$ cat config.mk
export PLATFORM = sky130hd
export DESIGN_NAME = avalon_st_arbiter
export DESIGN_NICKNAME = d
export VERILOG_FILES = /design/src/rtl/avalon_st_arbiter.sv
export SDC_FILE = /design/constraint.sdc
export NUM_CORES = 1
export LEC_CHECK = 0
export ABC_AREA = 1
export CELL_PAD_IN_SITES_DETAIL_PLACEMENT = 0
export CELL_PAD_IN_SITES_GLOBAL_PLACEMENT = 1
export CORE_ASPECT_RATIO = 2
export CORE_UTILIZATION = 30
export DETAILED_ROUTE_END_ITERATION = 16
export GPL_TIMING_DRIVEN = 0
export PLACE_DENSITY = 0.9
export SLEW_MARGIN = 20
export SYNTH_ARGS = -nofsm -noshare
export SYNTH_HDL_FRONTEND = slang
export SYNTH_SLANG_ARGS = --single-unit
$ cat constraint.sdc
create_clock -name clk -period 4 [get_ports clk]
set_input_delay 0.8 -clock clk [delete_from_list [all_inputs] [get_ports clk]]
set_output_delay 0.8 -clock clk [all_outputs]
set_load 0.02 [all_outputs]
$ cat src/rtl/avalon_st_arbiter.sv
// Round-robin arbiter sharing one Avalon-ST sink between N sources.
// Each grant carries a bounded burst into a single registered output stage.
module avalon_st_arbiter #(
    parameter int N         = 4,
    parameter int DATA_W    = 8,
    parameter int MAX_BURST = 4
) (
    input  logic                  clk,
    input  logic                  resetn,
    input  logic [N-1:0]          src_valid,
    input  logic [N*DATA_W-1:0]   src_data,
    output logic [N-1:0]          src_ready,
    output logic                  snk_valid,
    output logic [DATA_W-1:0]     snk_data,
    input  logic                  snk_ready,
    output logic [N-1:0]          grant,
    output logic                  busy
);

    localparam int IDX_W = (N > 1) ? $clog2(N) : 1;
    localparam int CNT_W = (MAX_BURST > 1) ? $clog2(MAX_BURST) : 1;

    typedef enum logic {IDLE, GRANT} state_t;

    state_t             state;
    logic [IDX_W-1:0]   ptr;
    logic [IDX_W-1:0]   owner;
    logic [CNT_W-1:0]   cnt;

    logic [IDX_W-1:0]   winner;
    logic [IDX_W-1:0]   idx;
    logic               any_req;
    logic [N-1:0]       winner_oh;
    logic [DATA_W-1:0]  sel_data;
    logic               out_free;
    logic               xfer;
    logic               last_beat;

    // Search downward over offsets so the smallest offset from ptr+1 is the last, winning, write.
    // NOTE: every signal assigned in always_comb gets a default first so no latch is inferred.
    always_comb begin
        winner    = '0;
        any_req   = 1'b0;
        idx       = '0;
        winner_oh = '0;
        for (int k = N; k >= 1; k--) begin
            idx = IDX_W'((int'(ptr) + k) % N);
            if (src_valid[idx]) begin
                winner  = idx;
                any_req = 1'b1;
            end
        end
        winner_oh[winner] = 1'b1;
    end

    always_comb begin
        sel_data = '0;
        for (int i = 0; i < N; i++) begin
            if (owner == IDX_W'(i)) begin
                sel_data = src_data[i*DATA_W +: DATA_W];
            end
        end
    end

    // Ready depends only on registered state and snk_ready, never on src_valid.
    assign out_free  = !snk_valid || snk_ready;
    assign src_ready = grant & {N{out_free}};
    assign xfer      = (state == GRANT) && src_valid[owner] && out_free;
    assign last_beat = (cnt == CNT_W'(MAX_BURST - 1));
    assign busy      = (|grant) || snk_valid;

    // NOTE: sequential state uses non-blocking assignments so every register samples pre-edge values.
    always_ff @(posedge clk or negedge resetn) begin
        if (!resetn) begin
            state     <= IDLE;
            grant     <= '0;
            ptr       <= IDX_W'(N - 1);
            owner     <= '0;
            cnt       <= '0;
            snk_valid <= 1'b0;
            snk_data  <= '0;
        end else begin
            // Output stage drains independently of the arbitration state.
            if (xfer) begin
                snk_valid <= 1'b1;
                snk_data  <= sel_data;
            end else if (snk_ready) begin
                snk_valid <= 1'b0;
            end

            case (state)
                IDLE: begin
                    if (any_req) begin
                        grant <= winner_oh;
                        owner <= winner;
                        cnt   <= '0;
                        state <= GRANT;
                    end
                end
                GRANT: begin
                    if (!src_valid[owner] || (xfer && last_beat)) begin
                        grant <= '0;
                        ptr   <= owner;
                        state <= IDLE;
                    end else if (xfer) begin
                        cnt <= cnt + 1'b1;
                    end
                end
                default: state <= IDLE;
            endcase
        end
    end

endmodule

# ---- Word-level counts from Yosys, hierarchy flattened
# Index checks and enable logic that the tools add are counted.
dict set report classes {
  addsub 5
  order_cmp 7
  n_eq_ne 8
  mux 36
  n_bitwise 2
  n_reduce_logical 16
}
# cell count
set op_table {}
lappend op_table {{$mux 8} 4}
lappend op_table {{$lt 2x3->1 const B} 6}
lappend op_table {{$mux 1} 14}
lappend op_table {{$mux 2} 7}
lappend op_table {{$bmux 1 s2} 5}
lappend op_table {{$mux 4} 2}
lappend op_table {{$pmux 4 s2} 1}
lappend op_table {{$add 2x1->2 const B} 3}
lappend op_table {{$eq 2x2->1 const B} 3}
lappend op_table {{$reduce_and 2->1} 3}
lappend op_table {{$add 2x2->2 const B} 2}
lappend op_table {{$and 4x4->4} 1}
lappend op_table {{$logic_and 1x1->1} 4}
lappend op_table {{$ne 2x1->1 const B} 2}
lappend op_table {{$ne 2x2->1 const B} 2}
lappend op_table {{$pmux 2 s2} 1}
lappend op_table {{$reduce_or 4->1} 1}
lappend op_table {{$logic_or 1x1->1} 3}
lappend op_table {{$reduce_and 3->1} 1}
lappend op_table {{$demux 1 s2} 1}
lappend op_table {{$eq 2x1->1 const B} 1}
lappend op_table {{$ge 2x1->1 const B} 1}
lappend op_table {{$logic_not 1->1} 2}
lappend op_table {{$logic_not 2->1} 1}
lappend op_table {{3 further kinds} 3}
dict set report word_totals {
  register_bits 20
  output_inout_bits 18
  word_cells 81
}

# ---- Longest topological paths before layout
# Gate-level depths: netlist of the first run.
dict set report logic_depth {
  ltp_word 13
  depth_mapped 12
  depth_no_buf 11
}

# ---- Least setup slack after synthesis of the first run
# Ideal clock, no wire load.
dict set report synth_timing {
  path_type {in2out}
  startpoint {input snk_ready}
  endpoint {output src_ready[0]}
  t_arrival_ns 1.297
  t_required_ns 3.200
  setup_slack_ns 1.903
  path_stages 2
  n_path_buf 0
  path_cell_list {nor2_1 -> nor2_1}
}
dict set report synth_via {
  elab_chain_len 2
}
# item line_no
set synth_rtl {}
lappend synth_rtl {{start, declared} 15} ;# input logic snk_ready,
lappend synth_rtl {{$logic_or 1x1->1} 66} ;# assign out_free = !snk_valid || snk_ready;
lappend synth_rtl {{$and 4x4->4} 67} ;# assign src_ready = grant & {N{out_free}};
lappend synth_rtl {{end, declared} 12} ;# output logic [N-1:0] src_ready,
# Every way passes these cells.

# ---- Final worst setup path of the first run
dict set report layout_timing {
  startpoint {input snk_ready}
  endpoint {output src_ready[3]}
}
# Same word-level chain as after synthesis.

==> summary.txt, run 1 <==
Setup path
  – Crit Path Category: in2out
  – CP delay by family, top: buffers and inverters
  – Critical path capture point type: primary output
  – Slowest-stage cell, CP: clkdlybuf4s50_1
  – CP Cell Sequence: clkdlybuf4s50_1 -> nor2_1 -> nor2_1 -> clkdlybuf4s50_1
  – Worst Path Buf+Inv: 2
  – Worst EP required: 3200 ps
  – Worst Path Max Fanout: 6
  – Setup crit start kind: primary input
  – Largest stage delay, worst path: 550 ps
  – Critical Path AT: 2250 ps

Routing
  – 1st-iter DRT viols: 31
  – Final ANT Viol Nets: 0
  – DR WL/cell: 11.7 um
  – WL final: 3550 um
  – Drt first pass iters: 4
  – Vias/cell: 4.62
  – Via count: 1401
  – DRC errors left: 0

Timing
  – Unrepaired setup endpoints after global routing: no
  – TNS Setup: 0 ps
  – Final setup viols: 0
  – Final Hold Viols: 0
  – Layout Skew: 2.33 ps
  – Fin crit share: 76.1%
  – Fmax: 328 MHz
  – Headroom to the max-slew limit: 40.1%
  – Worst-margin pin slew: 896 ps
  – Final Max Tran Viols: 0
  – Final min period: 3050 ps

Floorplan
  – Rows: 33
  – Chip width: 48.8 um
  – IO Pins: 57
  – Die area: 0.00466 mm2
  – Core area: 0.00413 mm2
  – Die height: 95.5 um
  – Starting density of the core: 31.8%

Placed design
  – Placer Congestion: 0.787
  – I/O Buffers: 56
  – Post-DP HPWL: 2890 um
  – Placed cell area: 0.00194 mm2

Synthesis
  – Post-synthesis register bit count: 20
  – Area leader, netlist: dfrtp_1
  – Ys flop type: dfrtp_1
  – Cell with the most instances after synthesis: nand2_1
  – Post-synth EDFFs: 0
  – Synth area leaders: dfrtp_1, nand2_1, nand3_1
  – Synthesized cell area: 0.00131 mm2
  – Async set-reset flop share out of synthesis: 100%
  – Synth Instances: 191
  – Mapped Nets: 231
  – Register area share after synthesis: 38.4%
  – Synth top area share: 34.4%
  – Synth warnings: 0
  – Top cells by count, synth: nand2_1, nand3_1, dfrtp_1
  – Synth cell types: 23
  – Average size of a mapped cell: 6.87 um2

Global route
  – Total grt overflow: 0
  – Pin count of the biggest net entering global routing: 21
  – Initial antenna violation count: 0
  – First-pass GRT wire length: 6000 um
  – Vias in the first global route: 1352
  – GRT Overall Usage: 16.6%

Clock network
  – Clk_lat worst skew: 250 ps
  – Setup bufs post-CTS: 0
  – Clock buffer depth: 2
  – Cts hold-fix bufs: 0
  – PostCTS Resize Cnt: 0
  – Worst-path clk slew: 80 ps
  – CTS Buf Count: 3
  – CTS H-tree lvls: 1
  – CTS tree: built
  – Clk sink count: 20
  – CTS Root Cell: clkbuf_8

Power and ir drop
  – PD cells: 760 mW/mm2
  – Maximum VDD drop: 328 uV
  – Leakage: 0.938 nW

Layout
  – Area grow syn2layout: 51.1%
  – Final #Nets: 292
  – # fillers: 434
  – Proportion of layout cells with a drive suffix above 1: 10.4%
  – Multi-input gate area: 702 um2
  – Sequential Area: 503 um2
  – Post-Route Utilization: 48.0%
  – Diodes inserted: 0
  – Final instance area: 0.00198 mm2

Min path
  – Worst min path class: reg2reg

Outcome
  – Status: completed

Job
  – MaxCap Viol Count: 0
report_power, final:
group          total [mW]  switching, mW  internal, mW
clock               0.137         0.0666        0.0708
combinational       0.996          0.607         0.389
sequential          0.372         0.0696         0.303
logic make-up (layout without fill, tap and decap cells):
logic type	count (synthesis)	after routing	synth area share (%)
compound gates	27	27	13.5
fa+ha+maj	1	1	0.954
buf+inv	25	85	8.11
flops	20	20	38.4
simple gates	118	118	39.1
registers in the layout, indices dropped and copies added, names as in the netlist:
| signal | cells |
|---|---|
| cnt | 2 |
| grant | 4 |
| owner | 2 |
| ptr | 2 |
| snk_data | 8 |
| snk_valid | 1 |
| state | 1 |
cell type report:
type,instances,share of cell area (%)
tap,52,3.28
clock buffer,4,2.27
sequential,20,25.4
timing repair buffer,56,28.3
buffer,4,1.33
inverter,21,4.04
multi-input combinational,146,35.4
final timing paths:
| path | from | to | slack, ps | depth (start not counted) |
|---|---|---|---|---|
| worst max-delay path | snk_ready | src_ready[3] | 950 | 4 |
| worst min-delay path | snk_data[7] | snk_data[7] | 490 | 2 |
| worst max register to register | ptr[0] | cnt[0] | 2310 | 10 |
| worst min register to register | snk_data[7] | snk_data[7] | 490 | 2 |
| max in group asynchronous | resetn | snk_data[5] | 2400 | 1 |
| min in group asynchronous | resetn | grant[0] | 1050 | 1 |
per-layer routing:
| metal | vias to the layer above | share of wire (%) | global-route usage [%] |
|---|---|---|---|
| li1 | 743 | - | - |
| met1 | 618 | 37 | 18.0 |
| met2 | 36 | 59 | 32.4 |
| met3 | 4 | 2.1 | 1.75 |
| met4 | 0 | 1.7 | 5.88 |
| met5 | - | 0 | 0 |
worst reg2reg max path: stages (launching register included):
cell and delay (ps):
dfstp_2 520, buf_4 150, inv_2 70, nand2_1 60, nand2_1 100, nor2_1 170, a31oi_2 160, inv_2 180
nand2_1 70, nand2_1 50, nand2_1 50
per-stage QoR:
| stage | worst slack, ps | std cells | power [mW] | hold slack [ps] |
|---|---|---|---|---|
| 2_1_floorplan | 1900 | 191 | 1.05 | 473 |
| 3_3_place_gp | 966 | 299 | 1.37 | 469 |
| 3_5_place_dp | 979 | 299 | 1.38 | 477 |
| 4_1_cts | 969 | 303 | 1.52 | 494 |
| 5_1_grt | 822 | 303 | 1.66 | 512 |
| 6_report | 955 | 303 | 1.51 | 491 |
cell usage in the layout, fill, tap and decap left out, drive strengths merged, types with 2 or more instances in the layout:
cell type / synthesis / final
clkdlybuf4s50: 0 / 56
dfrtp: 18 / 18
buf: 2 / 2
inv: 20 / 20
dfstp: 2 / 2
nand3: 31 / 31
nor2: 11 / 11
nand2: 74 / 74
clkbuf: 2 / 6
o21ai: 17 / 17
a21oi: 8 / 8
No activity file was read; power rests on OpenSTA's default activity.
==> run 2, diff against run 1 <==
Settings changed: CORE_UTILIZATION 30 to 28, PLACE_DENSITY 0.9 to 0.86.
Clock period 4 ns to 3 ns, I/O delays scaled along.
==> run 2 against run 1 <==
Effect of this change:
- first-iteration DRC count decreased by 35%
- hold slack got worse by 7.7 ps
- setup slack got worse by 610 ps
- sequential power increased by 35%
- global-route usage decreased by 0.60 points
- die area increased by 6.9%
- wire length decreased by 0.73%
- sequential cell count unchanged
==> summary.txt, run 2 (same netlist as run 1, synthesis figures left out) <==
Job
  – MaxCap Viol Count: 0

Layout
  – # fillers: 496
  – Proportion of layout cells with a drive suffix above 1: 10.8%
  – Largest regs: snk_data x8, grant x4
  – Diodes inserted: 0
  – Top reg by flops: snk_data
  – Final #Nets: 292
  – Area grow syn2layout: 53.3%
  – Post-Route Utilization: 45.4%
  – Max reg flops: 8
  – Commonest non-fill, non-tap cells in the layout: nand2_1, clkdlybuf4s50_1, nand3_1, dfrtp_1, inv_1
  – Commonest non-fill, non-tap cell in the layout: nand2_1

Clock network
  – Clock buffer depth: 2
  – Clk sink count: 20
  – CTS tree: built
  – Setup bufs post-CTS: 0
  – PostCTS Resize Cnt: 0
  – CTS Buf Count: 3
  – Worst-path clk slew: 70 ps
  – CTS H-tree lvls: 1
  – Cts hold-fix bufs: 0
  – Clk_lat worst skew: 260 ps
  – CTS Root Cell: clkbuf_8

Floorplan
  – Core area: 0.00442 mm2
  – Die height: 98.8 um
  – Rows: 34
  – Starting density of the core: 29.6%
  – IO Pins: 57
  – Die area: 0.00498 mm2
  – Chip width: 50.4 um

Placed design
  – I/O Buffers: 56
  – Placer Congestion: 0.793
  – Post-DP HPWL: 2930 um

Routing
  – Drt first pass iters: 3
  – Via count: 1400
  – Final ANT Viol Nets: 0
  – Vias/cell: 4.59
  – WL final: 3520 um
  – DRC errors left: 0
  – 1st-iter DRT viols: 20
  – DR WL/cell: 11.5 um

Setup path
  – Worst Path Max Fanout: 6
  – Crit Path Category: in2out
  – Critical R2R Capture: cnt[0]
  – FF-to-FF setup slack: 1320 ps
  – Setup crit start kind: primary input
  – Worst Setup SP: snk_ready
  – Critical Path AT: 2060 ps
  – Worst EP required: 2400 ps
  – Critical path capture point type: primary output
  – Reg2reg start: ptr[0]
  – Worst R2R Path Depth: 10

Min path
  – Hold depth: 2
  – Worst Hold Path EP: snk_data[2]
  – Worst min path class: reg2reg
  – HP Start: snk_data[2]

Outcome
  – Status: completed

Global route
  – Pin count of the biggest net entering global routing: 21
  – Vias in the first global route: 1458
  – GRT Overall Usage: 16.0%
  – Total grt overflow: 0
  – First-pass GRT wire length: 6150 um
  – Initial antenna violation count: 0

Timing
  – Final Max Tran Viols: 0
  – Worst-margin pin slew: 863 ps
  – Final setup viols: 0
  – Fin crit share: 88.5%
  – Headroom to the max-slew limit: 42.3%
  – TNS Setup: 0 ps
  – Final Hold Viols: 0
  – Hold Slack: 484 ps
  – Final min period: 2660 ps
  – Layout Skew: 4.26 ps
  – Unrepaired setup endpoints after global routing: no
  – Fmax: 377 MHz

Power and ir drop
  – Maximum VDD drop: 522 uV
  – Pwr Total: 2.09 mW
  – Leakage: 0.951 nW
  – PD cells: 1040 mW/mm2
run 2: cell count changes in the layout (fill, tap and decap cells not counted):
cell / previous run / this run
bufinv_16: 0 / 1
clkbuf_1: 3 / 2
run 2: how the worst max path moves through the flow:
| stage | endpoint | slack [ps] |
|---|---|---|
| after floorplan | src_ready[0] | 1300 |
| after global placement | src_ready[0] | 370 |
| after detailed placement | src_ready[0] | 350 |
| after CTS | src_ready[0] | 350 |
| after global routing | src_ready[3] | 240 |
| final | src_ready[0] | 340 |
run 2: stage by stage:
stage | instances | setup slack, ps | area [um2]
final | 305 | 345 | 2010
after global routing | 305 | 235 | 2010
after CTS | 305 | 348 | 2010
after detailed placement | 301 | 354 | 1940
after floorplan | 191 | 1300 | 1310
after global placement | 301 | 367 | 1940
run 2: report_power, final:
part,internal [mW],switching (mW),total (mW)
combinational,0.518,0.803,1.32
clock,0.178,0.0858,0.264
sequential,0.404,0.0971,0.501
run 2: final cells by class:
cell class / count / area, um2 / share of cell area (%)
Inverter: 21 / 80.1 / 3.98
Multi-Input combinational cell: 146 / 702 / 34.9
Buffer: 4 / 26.3 / 1.31
Tap cell: 54 / 67.6 / 3.36
Clock buffer: 3 / 41.3 / 2.05
Timing Repair Buffer: 56 / 561 / 27.9
Sequential cell: 20 / 503 / 25.0
Clock inverter: 1 / 30.0 / 1.49
run 2: layer usage:
| metal | global-route usage (%) | routed length [um] | vias up |
|---|---|---|---|
| met4 | 8.55 | 148 | 0 |
| met2 | 30.3 | 1940 | 45 |
| met1 | 16.4 | 1350 | 606 |
| met5 | 0 | 0 | - |
| met3 | 1.54 | 83 | 12 |
| li1 | - | - | 737 |
run 2: worst max-delay path, cell delays in order:
cell	delay, ps
clkdlybuf4s50_1	420
nor2_1	410
nor2_1	80
clkdlybuf4s50_1	550
==> run 3, diff against run 2 <==
Settings changed: SKIP_CTS_REPAIR_TIMING set to 1.
==> results of run 3 <==
Same layout as run 2: the final DEF is identical, and so are final timing and power.
==> edit (flow settings as in run 2) <==
`N`: 4 -> 8.
--- a/src/rtl/avalon_st_arbiter.sv
+++ b/src/rtl/avalon_st_arbiter.sv
@@ -2,5 +2,5 @@
 // Each grant carries a bounded burst into a single registered output stage.
 module avalon_st_arbiter #(
-    parameter int N         = 4,
+    parameter int N         = 8,
     parameter int DATA_W    = 8,
     parameter int MAX_BURST = 4
Ports: changed (resized grant, src_data, src_ready and src_valid); port bits go from 57 to 101. No check against the original RTL was run, so the function may have changed too.
==> edit against run 2 <==
  * Worst setup slack worse by 0.16 ns
  * Sequential cell count increased by 6
  * First-iteration DRC count grew to 7.2 times the old value
  * Power rose by 96%
  * Routed wire length grew 140%
  * Combinational power up 140%
  * Synthesized area rose by 82%
  * Design area rose by 79%
  * Largest power group unchanged
==> edit: results (changes against run 2) <==
metric,value,unit,change
status,"finished, final reports clean",,unchanged
vdd_drop_max,0.4706,mV,was 0.5225 mV
io_buffers,100,,was 56
synth-compound-area-share,0.1357,,was 0.1345
relSlewSlack,0.4128,,was 0.4226
r2r_slack,0.19,ns,was 1.32 ns
synth_xor_area_frac,0.01468,,was 0
top_regs,"grant: 8 flops, snk_data: 8 flops",,"was snk_data: 8 flops, grant: 4 flops"
reg2reg_to,grant[7],,was cnt[0]
hp-class,input pin to async pin,,was flip-flop to flip-flop
synth_cell_type_count,33,,was 23
drive_gt1_frac,0.1044,,was 0.1076
synthAdderAreaFrac,0.01572,,was 0.009542
dp_hpwl,7162,um,was 2933 um
dp_cells,573,,was 301
place_ws,0.1837,ns,was 0.3544 ns
first_pass_iters,4,,was 3
cp_max_fo,10,,was 6
root_buffer,clkbuf_16,,was clkbuf_8
critical_path_arrival,2.97,ns,was 2.06 ns
p_leak,1.595,nW,was 0.9506 nW
rr_worst_depth,16,,was 10
place_congestion,0.8464,,was 0.7927
synth_common_cells,"nand2_1, nand3_1, inv_1, nor2_1, o21ai_0",,"was nand2_1, nand3_1, dfrtp_1, inv_1, nor2_1"
synth_area_leaders,"dfrtp_1, nand2_1, nand3_1, nand4_1, o21ai_0",,"was dfrtp_1, nand2_1, nand3_1, o21ai_2, inv_1"
syn_area_per_cell,6.366,um^2,was 6.865 um^2
grt_max_degree,27,,was 21
-- edit: cell count changes in the layout (fill, tap and decap cells not counted), sizes merged, moves of 19 or more --
cell,before,now
nand3,31,71
nor2,11,30
clkdlybuf4s50,56,99
nand2,74,106
inv,20,42
nand4,1,21
-- edit: power by group through the flow --
stage                     Clock (mW)  Sequential, mW  Combinational (mW)
after floorplan                    0           0.683                2.14
after global placement             0           0.603                3.13
after detailed placement           0           0.600                3.18
after CTS                      0.322           0.602                3.18
after global routing           0.333           0.618                3.55
final                          0.321           0.601                3.17
-- edit: kinds of logic (layout without fill, tap and decap cells) --
group,Yosys count,after routing
AO/OA/AOI/OAI,52,52
XOR/XNOR,4,4
adder cells (fa/ha/maj),3,3
buffers and inverters,59,163
flip-flops,26,26
AND/OR/NAND/NOR,231,231
-- edit: routing by layer --
metal | global-route usage | share of wire | vias up
li1 | - | - | 1484
met5 | 0 | 0 | -
met2 | 0.3944 | 0.58 | 110
met1 | 0.1813 | 0.33 | 1324
met4 | 0.1206 | 0.064 | 0
met3 | 0.01638 | 0.032 | 39
-- edit: how the worst max path moves through the flow --
stage	cells past startpoint	slack, ns	end
3_5_place_dp	16	0.18	grant[7]
2_1_floorplan	16	0.62	grant[3]
3_3_place_gp	15	0.21	grant[7]
5_1_grt	15	0.006	grant[3]
6_report	16	0.19	grant[7]
4_1_cts	16	0.16	grant[7]
-- edit: stage by stage --
step,power (mW),hold WS (ns),util
floorplan,2.824,0.3044,-
global placement,3.731,0.4797,0.4234
detailed placement,3.777,0.5052,0.4228
CTS,4.104,0.3572,0.4335
global route,4.504,0.3801,0.4335
finish,4.093,0.3303,0.4335
-- edit: area by class of cell --
class / count / area (um^2)
inverters: 43 / 163.9
repair buffers: 100 / 996.0
well taps: 98 / 122.6
fillers: 831 / 4697
plain buffers: 16 / 83.83
flip-flops and latches: 26 / 654.4
clock buffers: 4 / 88.84
multi-input cells: 290 / 1485
-- edit: worst max-delay path: stages, from the launching register on --
cell and delay, ns:
dfstp_2 0.54, buf_6 0.14, inv_2 0.05, buf_6 0.14, ha_1 0.39, inv_2 0.17
nand3_1 0.14, nand3_1 0.13, nand2_1 0.12, inv_2 0.10, nand4_2 0.15, o21ai_4 0.26
inv_2 0.09, nand2_2 0.12, inv_2 0.04, nand2_1 0.06, nand2_1 0.04
